### src/rtl/multicycle_controller.sv
// Main control FSM for a multicycle RV32I datapath: sequences FETCH/DECODE and the
// per-class execute states, driving datapath selects and write enables each cycle.
module multicycle_controller (
    input  logic       clk,
    input  logic       rst,
    input  logic [6:0] op,
    input  logic [2:0] funct3,
    input  logic       funct7_5,
    input  logic       zero,
    input  logic       lt,
    output logic       PCWrite,
    output logic       IRWrite,
    output logic       MemWrite,
    output logic       RegWrite,
    output logic       AdrSrc,
    output logic [1:0] ALUSrcA,
    output logic [1:0] ALUSrcB,
    output logic [1:0] ResultSrc,
    output logic [2:0] ImmSrc,
    output logic [2:0] ALUControl,
    output logic [3:0] fsm_state
);

    localparam logic [3:0] S_FETCH    = 4'd0;
    localparam logic [3:0] S_DECODE   = 4'd1;
    localparam logic [3:0] S_MEMADR   = 4'd2;
    localparam logic [3:0] S_MEMREAD  = 4'd3;
    localparam logic [3:0] S_MEMWB    = 4'd4;
    localparam logic [3:0] S_MEMWRITE = 4'd5;
    localparam logic [3:0] S_EXECR    = 4'd6;
    localparam logic [3:0] S_EXECI    = 4'd7;
    localparam logic [3:0] S_ALUWB    = 4'd8;
    localparam logic [3:0] S_BRANCH   = 4'd9;
    localparam logic [3:0] S_JAL      = 4'd10;
    localparam logic [3:0] S_JALR     = 4'd11;
    localparam logic [3:0] S_LUI      = 4'd12;

    localparam logic [6:0] OP_LOAD  = 7'b0000011;
    localparam logic [6:0] OP_STORE = 7'b0100011;
    localparam logic [6:0] OP_R     = 7'b0110011;
    localparam logic [6:0] OP_I     = 7'b0010011;
    localparam logic [6:0] OP_BR    = 7'b1100011;
    localparam logic [6:0] OP_JAL   = 7'b1101111;
    localparam logic [6:0] OP_JALR  = 7'b1100111;
    localparam logic [6:0] OP_LUI   = 7'b0110111;

    localparam logic [2:0] ALU_ADD  = 3'b000;
    localparam logic [2:0] ALU_SUB  = 3'b001;
    localparam logic [2:0] ALU_AND  = 3'b010;
    localparam logic [2:0] ALU_OR   = 3'b011;
    localparam logic [2:0] ALU_XOR  = 3'b100;
    localparam logic [2:0] ALU_SLT  = 3'b101;
    localparam logic [2:0] ALU_SLTU = 3'b110;

    logic [3:0] state_q;
    logic [3:0] state_d;

    // sub_ok is only set for register-register ops; immediates never subtract.
    function automatic logic [2:0] alu_decode(input logic [2:0] f3, input logic sub_ok);
        case (f3)
            3'b000:  return sub_ok ? ALU_SUB : ALU_ADD;
            3'b010:  return ALU_SLT;
            3'b011:  return ALU_SLTU;
            3'b100:  return ALU_XOR;
            3'b110:  return ALU_OR;
            3'b111:  return ALU_AND;
            default: return ALU_ADD;
        endcase
    endfunction

    always_ff @(posedge clk or posedge rst) begin
        if (rst) state_q <= S_FETCH;
        else     state_q <= state_d;
    end

    always_comb begin
        state_d = S_FETCH;
        case (state_q)
            S_FETCH:  state_d = S_DECODE;
            S_DECODE: begin
                case (op)
                    OP_LOAD, OP_STORE: state_d = S_MEMADR;
                    OP_R:              state_d = S_EXECR;
                    OP_I:              state_d = S_EXECI;
                    OP_BR:             state_d = S_BRANCH;
                    OP_JAL:            state_d = S_JAL;
                    OP_JALR:           state_d = S_JALR;
                    OP_LUI:            state_d = S_LUI;
                    default:           state_d = S_FETCH;
                endcase
            end
            S_MEMADR:  state_d = (op == OP_STORE) ? S_MEMWRITE : S_MEMREAD;
            S_MEMREAD: state_d = S_MEMWB;
            S_EXECR:   state_d = S_ALUWB;
            S_EXECI:   state_d = S_ALUWB;
            S_JALR:    state_d = S_JAL;
            S_JAL:     state_d = S_ALUWB;
            default:   state_d = S_FETCH;
        endcase
    end

    always_comb begin
        PCWrite    = 1'b0;
        IRWrite    = 1'b0;
        MemWrite   = 1'b0;
        RegWrite   = 1'b0;
        AdrSrc     = 1'b0;
        ALUSrcA    = 2'b00;
        ALUSrcB    = 2'b00;
        ResultSrc  = 2'b00;
        ImmSrc     = 3'b000;
        ALUControl = ALU_ADD;
        case (state_q)
            S_FETCH: begin
                IRWrite   = 1'b1;
                PCWrite   = 1'b1;
                ALUSrcB   = 2'b10;
                ResultSrc = 2'b10;
            end
            S_DECODE: begin
                ALUSrcA = 2'b01;
                ALUSrcB = 2'b01;
                ImmSrc  = (op == OP_JAL) ? 3'b100 : 3'b010;
            end
            S_MEMADR: begin
                ALUSrcA = 2'b10;
                ALUSrcB = 2'b01;
                ImmSrc  = (op == OP_STORE) ? 3'b001 : 3'b000;
            end
            S_MEMREAD: AdrSrc = 1'b1;
            S_MEMWB: begin
                ResultSrc = 2'b01;
                RegWrite  = 1'b1;
            end
            S_MEMWRITE: begin
                AdrSrc   = 1'b1;
                MemWrite = 1'b1;
            end
            S_EXECR: begin
                ALUSrcA    = 2'b10;
                ALUControl = alu_decode(funct3, funct7_5);
            end
            S_EXECI: begin
                ALUSrcA    = 2'b10;
                ALUSrcB    = 2'b01;
                ALUControl = alu_decode(funct3, 1'b0);
            end
            S_ALUWB: RegWrite = 1'b1;
            S_BRANCH: begin
                ALUSrcA    = 2'b10;
                ALUControl = ALU_SUB;
                ImmSrc     = 3'b010;
                case (funct3)
                    3'b000:  PCWrite = zero;
                    3'b001:  PCWrite = ~zero;
                    3'b100:  PCWrite = lt;
                    3'b101:  PCWrite = ~lt;
                    default: PCWrite = 1'b0;
                endcase
            end
            S_JALR: begin
                ALUSrcA = 2'b10;
                ALUSrcB = 2'b01;
            end
            S_JAL: begin
                PCWrite = 1'b1;
                ALUSrcA = 2'b01;
                ALUSrcB = 2'b10;
            end
            S_LUI: begin
                ImmSrc    = 3'b011;
                ResultSrc = 2'b11;
                RegWrite  = 1'b1;
            end
            default: ;
        endcase
        // Reset holds the state in FETCH, which would otherwise enable writes.
        if (rst) begin
            PCWrite  = 1'b0;
            IRWrite  = 1'b0;
            MemWrite = 1'b0;
            RegWrite = 1'b0;
        end
    end

    assign fsm_state = state_q;

endmodule

### config.mk
export PLATFORM = sky130hd
export DESIGN_NAME = multicycle_controller
export DESIGN_NICKNAME = d
export VERILOG_FILES = /design/src/rtl/multicycle_controller.sv
export SDC_FILE = /design/constraint.sdc
export NUM_CORES = 1
export LEC_CHECK = 0
export BUFFER_PORTS_ARGS = -buffer_cell sky130_fd_sc_hd__buf_2
export CAP_MARGIN = 20
export CORE_ASPECT_RATIO = 0.8
export CORE_UTILIZATION = 25
export CTS_BUF_LIST = sky130_fd_sc_hd__clkbuf_4 sky130_fd_sc_hd__clkbuf_8 sky130_fd_sc_hd__clkbuf_16
export DETAILED_ROUTE_END_ITERATION = 16
export PLACE_DENSITY = 0.57
export SETUP_SLACK_MARGIN = 0.02
export SLEW_MARGIN = 10
export SYNTH_ARGS = -nofsm -noshare
export SYNTH_HDL_FRONTEND = slang
export SYNTH_SLANG_ARGS = --single-unit
### constraint.sdc
create_clock -name clk -period 2 [get_ports clk]
set_input_delay 0.4 -clock clk [delete_from_list [all_inputs] [get_ports clk]]
set_output_delay 0.4 -clock clk [all_outputs]
set_load 0.02 [all_outputs]
Word-level counts from Yosys, hierarchy flattened

Cells that the tools add are included.

Flip-flop bits (word level): 4
Latch bits: 0
Bits in writable memories: 0
Memory bits (read-only): 0
Input bits: 15
Output and inout bits: 21
Logic and storage cells: 63
Memories kept: 0

Add/subtract/negate cells: 0
$mul: 0
Div/mod/pow operators: 0
Order comparisons: 0
Equal/unequal tests: 27
Shifts and indexed selects: 0
Muxes and demuxes: 23
Bitwise logic cells: 2
Reduce and logical (&&, ||, !) cells: 10

Operator list:

| operator           | count |
|---|---|
| $pmux 4 s7         | 1 |
| $pmux 4 s6         | 1 |
| $eq 7x6->1 const B | 3 |
| $eq 7x7->1 const B | 3 |
| $eq 4x4->1 const B | 5 |
| $pmux 3 s6         | 1 |
| $eq 4x3->1 const B | 4 |
| $pmux 3 s5         | 1 |
| $eq 3x3->1 const B | 4 |
| $pmux 3 s4         | 1 |
| $mux 1             | 10 |
| $pmux 3 s3         | 1 |
| $eq 4x2->1 const B | 2 |
| $pmux 2 s2         | 2 |
| $reduce_or 2->1    | 4 |
| $eq 7x2->1 const B | 1 |
| $eq 7x5->1 const B | 1 |
| $eq 3x2->1 const B | 2 |
| $mux 3             | 2 |
| $pmux 2 s3         | 1 |
| $reduce_or 3->1    | 2 |
| $reduce_or 5->1    | 1 |
| $eq 4x1->1 const B | 1 |
| $logic_not 4->1    | 1 |
| other kinds (6)    | 7 |

Longest topological paths before layout

Depth after elaboration: 4
Depth in mapped cells: 5
Gate-level depth less buffers: 3

Worst setup path before layout

No wires, ideal clock.

Path type: register to output
Start: register state_q[1], in the netlist fsm_state[1]
End: output port PCWrite
Arrival time: 1.627 ns
Data required time: 1.600 ns
Setup slack: -0.027 ns
Cell stages (with the launch flop): 5
Buffers on the path: 1
Cell sequence: dfrtp_1 -> buf_4 -> nor2b_1 -> nor4_2 -> a22o_1

Longest elaborated chain between the ends: 4
Elaborated cells between the ends (all ways): 6
Classes of those cells: eq/ne (2); mux (2); reduce/logical (2)

RTL lines:

| what                                          | RTL line | text |
|---|---|---|
| start, declared                               | 55       | `logic [3:0] state_q;` |
| start signal, assigned                        | 73       | `else state_q <= state_d;` |
| $eq 4x4->1 or $logic_not 4->1 (tied branches) | 113      | `case (state_q)` |
| $reduce_or 2->1 (no source line)              | --       |  |
| $pmux 1 s2 *                                  | 113      |  |
| $mux 1 *                                      | 178      | `if (rst) begin` |
| end, declared                                 | 11       | `output logic PCWrite,` |

Every way passes the cells marked *; elsewhere a longest branch is shown, timed or not.

Final worst setup path

Start: register state_q[3], in the netlist fsm_state[3]
End: output port ALUSrcB[0]

Longest elaborated chain between the ends: 3
Elaborated cells between the ends (all ways): 9
Classes of those cells: eq/ne (5); mux (1); reduce/logical (3)

RTL lines:

| what                                                                | RTL line | text |
|---|---|---|
| $eq 4x1->1, or another cell as far along                            | 113      |  |
| $reduce_or 4->1 (no source line) or $reduce_or 2->1 (tied branches) | --       |  |
| $pmux 2 s2 *                                                        | 113      |  |
| end, declared                                                       | 17       | `output logic [1:0] ALUSrcB,` |

Marks and branches as above.

==> results <==
- The final reports fail on DRC.
- The post-synthesis instance area is 627 um^2.
- For this run, design rule violations remaining after detail routing come to 4.
- Setup repair after global routing could not meet its margin everywhere.
- The detailed-route via count is 792.
- The data arrival time at the worst-slack endpoint is 1.52 ns.
- The clock latency reported for the late side of the worst-skew pair is 0.23 ns.
- The iteration-0 DRC count of the detailed router is 37.
- The clock share of power is 12.2%.
- The number of buffers added on ports is 35.
- The register area is 105 um^2.
- The number of filler cells placed in the layout is 250.
- The power per cell area is 868 mW/mm^2.
- The die covers 0.00271 mm^2.
- The slowest stage of the critical path is the dfrtp_2 cell.
- The area growth from synthesis to layout is 50.9%.
- The post-placement setup slack is 0.185 ns.
- For this design the static power due to leakage is 0.000469 uW.
- The highest clock rate is 0.522 GHz.
- In this design, the stage delay of the slowest critical-path cell is 0.48 ns.
- For the worst setup path, the data required time is 1.60 ns.
- The fraction of layout instances using a drive strength above 1 is 50.0%.
- The number of buffer and inverter stages on the critical path is 1.
- STA classifies the critical path startpoint as a register.
- The nature of the critical path endpoint is a primary output.
- Setup violations remaining at the end of the flow were counted as 0.
- The aggregate routed wire length is 2000 um.
- The total of max-cap violations is 0.
- After clock tree synthesis, the clock-pin slew on the worst setup and hold paths is 0.04 ns.
- The overall global routing resource usage is 14.3%.
- TritonCTS built the clock tree.
- The congestion estimate from routability-driven global placement came to 0.810.
- Counting every sink on the clock net gives 4.
- The share of the Yosys chip area taken by registers is 16.0%.
- The cell area reported after detailed placement is 825 um^2.
- The cell taking the most area after synthesis is dfrtp_1.
- The post-route clock period utilization is 95.8%.
- Yosys printed 0 warnings.
- The count of endpoints failing hold in the final timing report was 0.
- The maximum fanout encountered on the critical timing path is 8.
- The via count normalized by instance count is 5.32.
- The max-slew violation total from the final report was 0.
- The worst hold path class is primary input to asynchronous set/reset pin.
- Once routing completed, OpenROAD measured the worst setup slack at 0.0838 ns.
- In this run the remaining antenna-violating nets after routing total 0.
- The number of distinct standard cells referenced by the synthesized netlist is 39.
- At the end of the flow, the number of nets in the layout was 141.
- Measured along the y axis, the die boundary spans 46.8 um.
- The maximum number of pins on one net before global-route repair is 19.
- The root buffer cell is clkbuf_4.
- Of the total power, the share spent switching nets is 50.2%.
- The relative slew slack is 76.2%.
- The internal power component is 409 uW.
- The area of combinational cells with multiple inputs is 522 um^2.
- The share of the synthesized area in the top cell type is 16.0%.
- The run finished, with violations left.
- The total area inside the core boundary comes to 0.00225 mm^2.
- The detailed-routing iteration count for the pre-antenna-repair pass is 10.
- The initial antenna violation count is 0.
- The routed length per instance is 13.4 um.
- At the pin with the least slew margin, the transition time is 0.354 ns.
- CTS built an H-tree with a depth of 1.
- The global-route wire length before repair is 2920 um.
- The worst-case IR drop observed on VDD is 0.342 mV.
- 36 I/O pins were placed.
- The classification of the worst setup path is register to primary output.
- The post-synthesis area per instance is 7.55 um^2.
- The via count of the first global-routing pass is 670.
- The final antenna diode count is 0.
- The row count is 15.
- The flip-flop and latch count after synthesis is 4.
- Yosys attributes the largest share of cell area to dfrtp_1 16%, nor2_1 5.4%, mux2i_1 4.8%, and3b_1 4.2%, nor4b_1 4.2%.
- The number of hold buffers added after CTS was 0.
- The analysis attributes to net switching a power of 412 uW.
- The instance count of the mapped netlist is 83.
- Combinational logic burns 70.4% of the power.
- Clock skew on the completed layout was measured at 0.000252 ns.
- The final design instance area without fill is 946 um^2.
- The wire-length estimate of the detail-placed layout is 1420 um.
- The clock passes through at most 2 buffers.
- The number of buffers created by CTS is 3.
- The number of nets in the synthesized netlist is 98.
- In this design, the largest share of critical-path delay is due to flip-flops.
- The signal on the critical path passes through or3b_1 -> mux2i_1 -> buf_2.
- The total global routing overflow is 0.
- The flip-flop count of the largest register after layout is 4.
- The die width is 58.0 um.
- For this configuration, the core starts out at a cell density of 27.8%.
- The smallest clock period supported by the final layout is computed as 1.92 ns.
- The sequential share of power is 17.4%.
[layout by cell type, fill, tap and decap left out, drive strengths merged]
| cell type | instances |
|---|---|
| nor4 | 2 |
| nand2b | 2 |
| a22oi | 1 |
| o211ai | 3 |
| o2111ai | 2 |
| and3b | 3 |
| nor3b | 3 |
| nand4bb | 1 |
| o21ai | 2 |
| xor2 | 1 |
| a21boi | 1 |
| nand4b | 1 |
| clkbuf | 3 |
| nand3 | 1 |
| a22o | 1 |
| mux2i | 3 |
| mux2 | 1 |
| o22a | 1 |
| buf | 45 |
| a21oi | 4 |
| a211o | 1 |
| a21o | 1 |
| nor4b | 3 |
| o31ai | 2 |
| and4b | 1 |
| nor2b | 4 |
| nor2 | 9 |
| inv | 3 |
| and3 | 1 |
| nand2 | 6 |
| dfrtp | 4 |
| xnor2 | 2 |
| nor3 | 4 |
| nand4 | 1 |
| or3b | 1 |
[power groups by stage]
stage / Combinational (uW) / Sequential (uW) / Clock (uW)
floorplan: 386 / 126 / 0
global placement: 538 / 135 / 0
detailed placement: 544 / 135 / 0
CTS: 547 / 134 / 104
global route: 633 / 145 / 114
finish: 578 / 143 / 99.9
[per-stage QoR]
stage	util (%)	total power (uW)	TNS (ns)	hold slack [ns]	instances
after floorplan	-	511	-0.0269	0.174	83
after global placement	36.6	673	0	0.345	140
after detailed placement	36.6	679	0	0.346	140
after CTS	37.8	785	0	0.0946	143
after global routing	42.0	892	0	0.124	149
final	42.0	821	0	0.105	149
[cell usage after synthesis]
library cell	n
a211o_1	1
a21boi_0	1
a21o_1	1
a21oi_1	4
a22o_1	1
a22oi_1	1
and3_1	1
and3b_1	3
and4b_1	1
buf_2	3
buf_4	2
buf_6	1
clkbuf_1	1
dfrtp_1	4
inv_1	3
mux2_2	1
mux2i_1	3
nand2_1	6
nand2b_1	2
nand3_1	1
nand4_1	1
nand4b_1	1
nand4bb_1	1
nor2_1	9
nor2b_1	4
nor3_1	4
nor3b_1	3
nor4_1	1
nor4_2	1
nor4b_1	3
o2111ai_1	2
o211ai_1	2
o211ai_2	1
o21ai_0	2
o22a_1	1
o31ai_1	2
or3b_1	1
xnor2_1	2
xor2_1	1
[timing repair]
item,4_1_cts,5_1_grt
cloned,0,0
endpoints found under the hold margin,0,0
resized for setup,3,10
buffers inserted,0,6
endpoints found under the setup margin,6,4
[final timing paths]
path / to / slack, ns / from / cells after the start
max in group asynchronous: fsm_state[0] / 1.72 / rst / 2
worst min-delay path: fsm_state[3] / 0.11 / rst / 2
worst max register to register: fsm_state[1] / 0.59 / fsm_state[3] / 3
worst min register to register: fsm_state[3] / 0.80 / fsm_state[3] / 3
worst max-delay path: ALUSrcB[0] / 0.08 / fsm_state[3] / 3
min in group clk: fsm_state[2] / 0.51 / op[5] / 3
[area by class of cell]
| cell class | count | share of cell area (%) |
|---|---|---|
| inverters | 3 | 1.19 |
| flip-flops and latches | 4 | 11.1 |
| clock buffers | 3 | 2.38 |
| multi-input cells | 69 | 55.2 |
| well taps | 25 | 3.31 |
| repair buffers | 45 | 26.9 |
[routing by layer]
layer | global-route usage (%) | routed length, um
met1 | 18.9 | 903
met3 | 4.68 | 185
met5 | 0 | 0
met4 | 4.29 | 9
met2 | 22.8 | 899
[kinds of logic (layout without fill, tap and decap cells)]
kind of cell / Yosys count / after routing / share of synthesized area [%]
xor gates and xnor gates: 3 / 3 / 4.19
DFF: 4 / 4 / 16.0
AOI/OAI and AO/OA: 19 / 19 / 22.2
muxes: 4 / 4 / 6.59
buffers and inverters: 10 / 51 / 8.98
and+or+nand+nor: 43 / 43 / 42.1
Power figures use the tool's default switching activity.
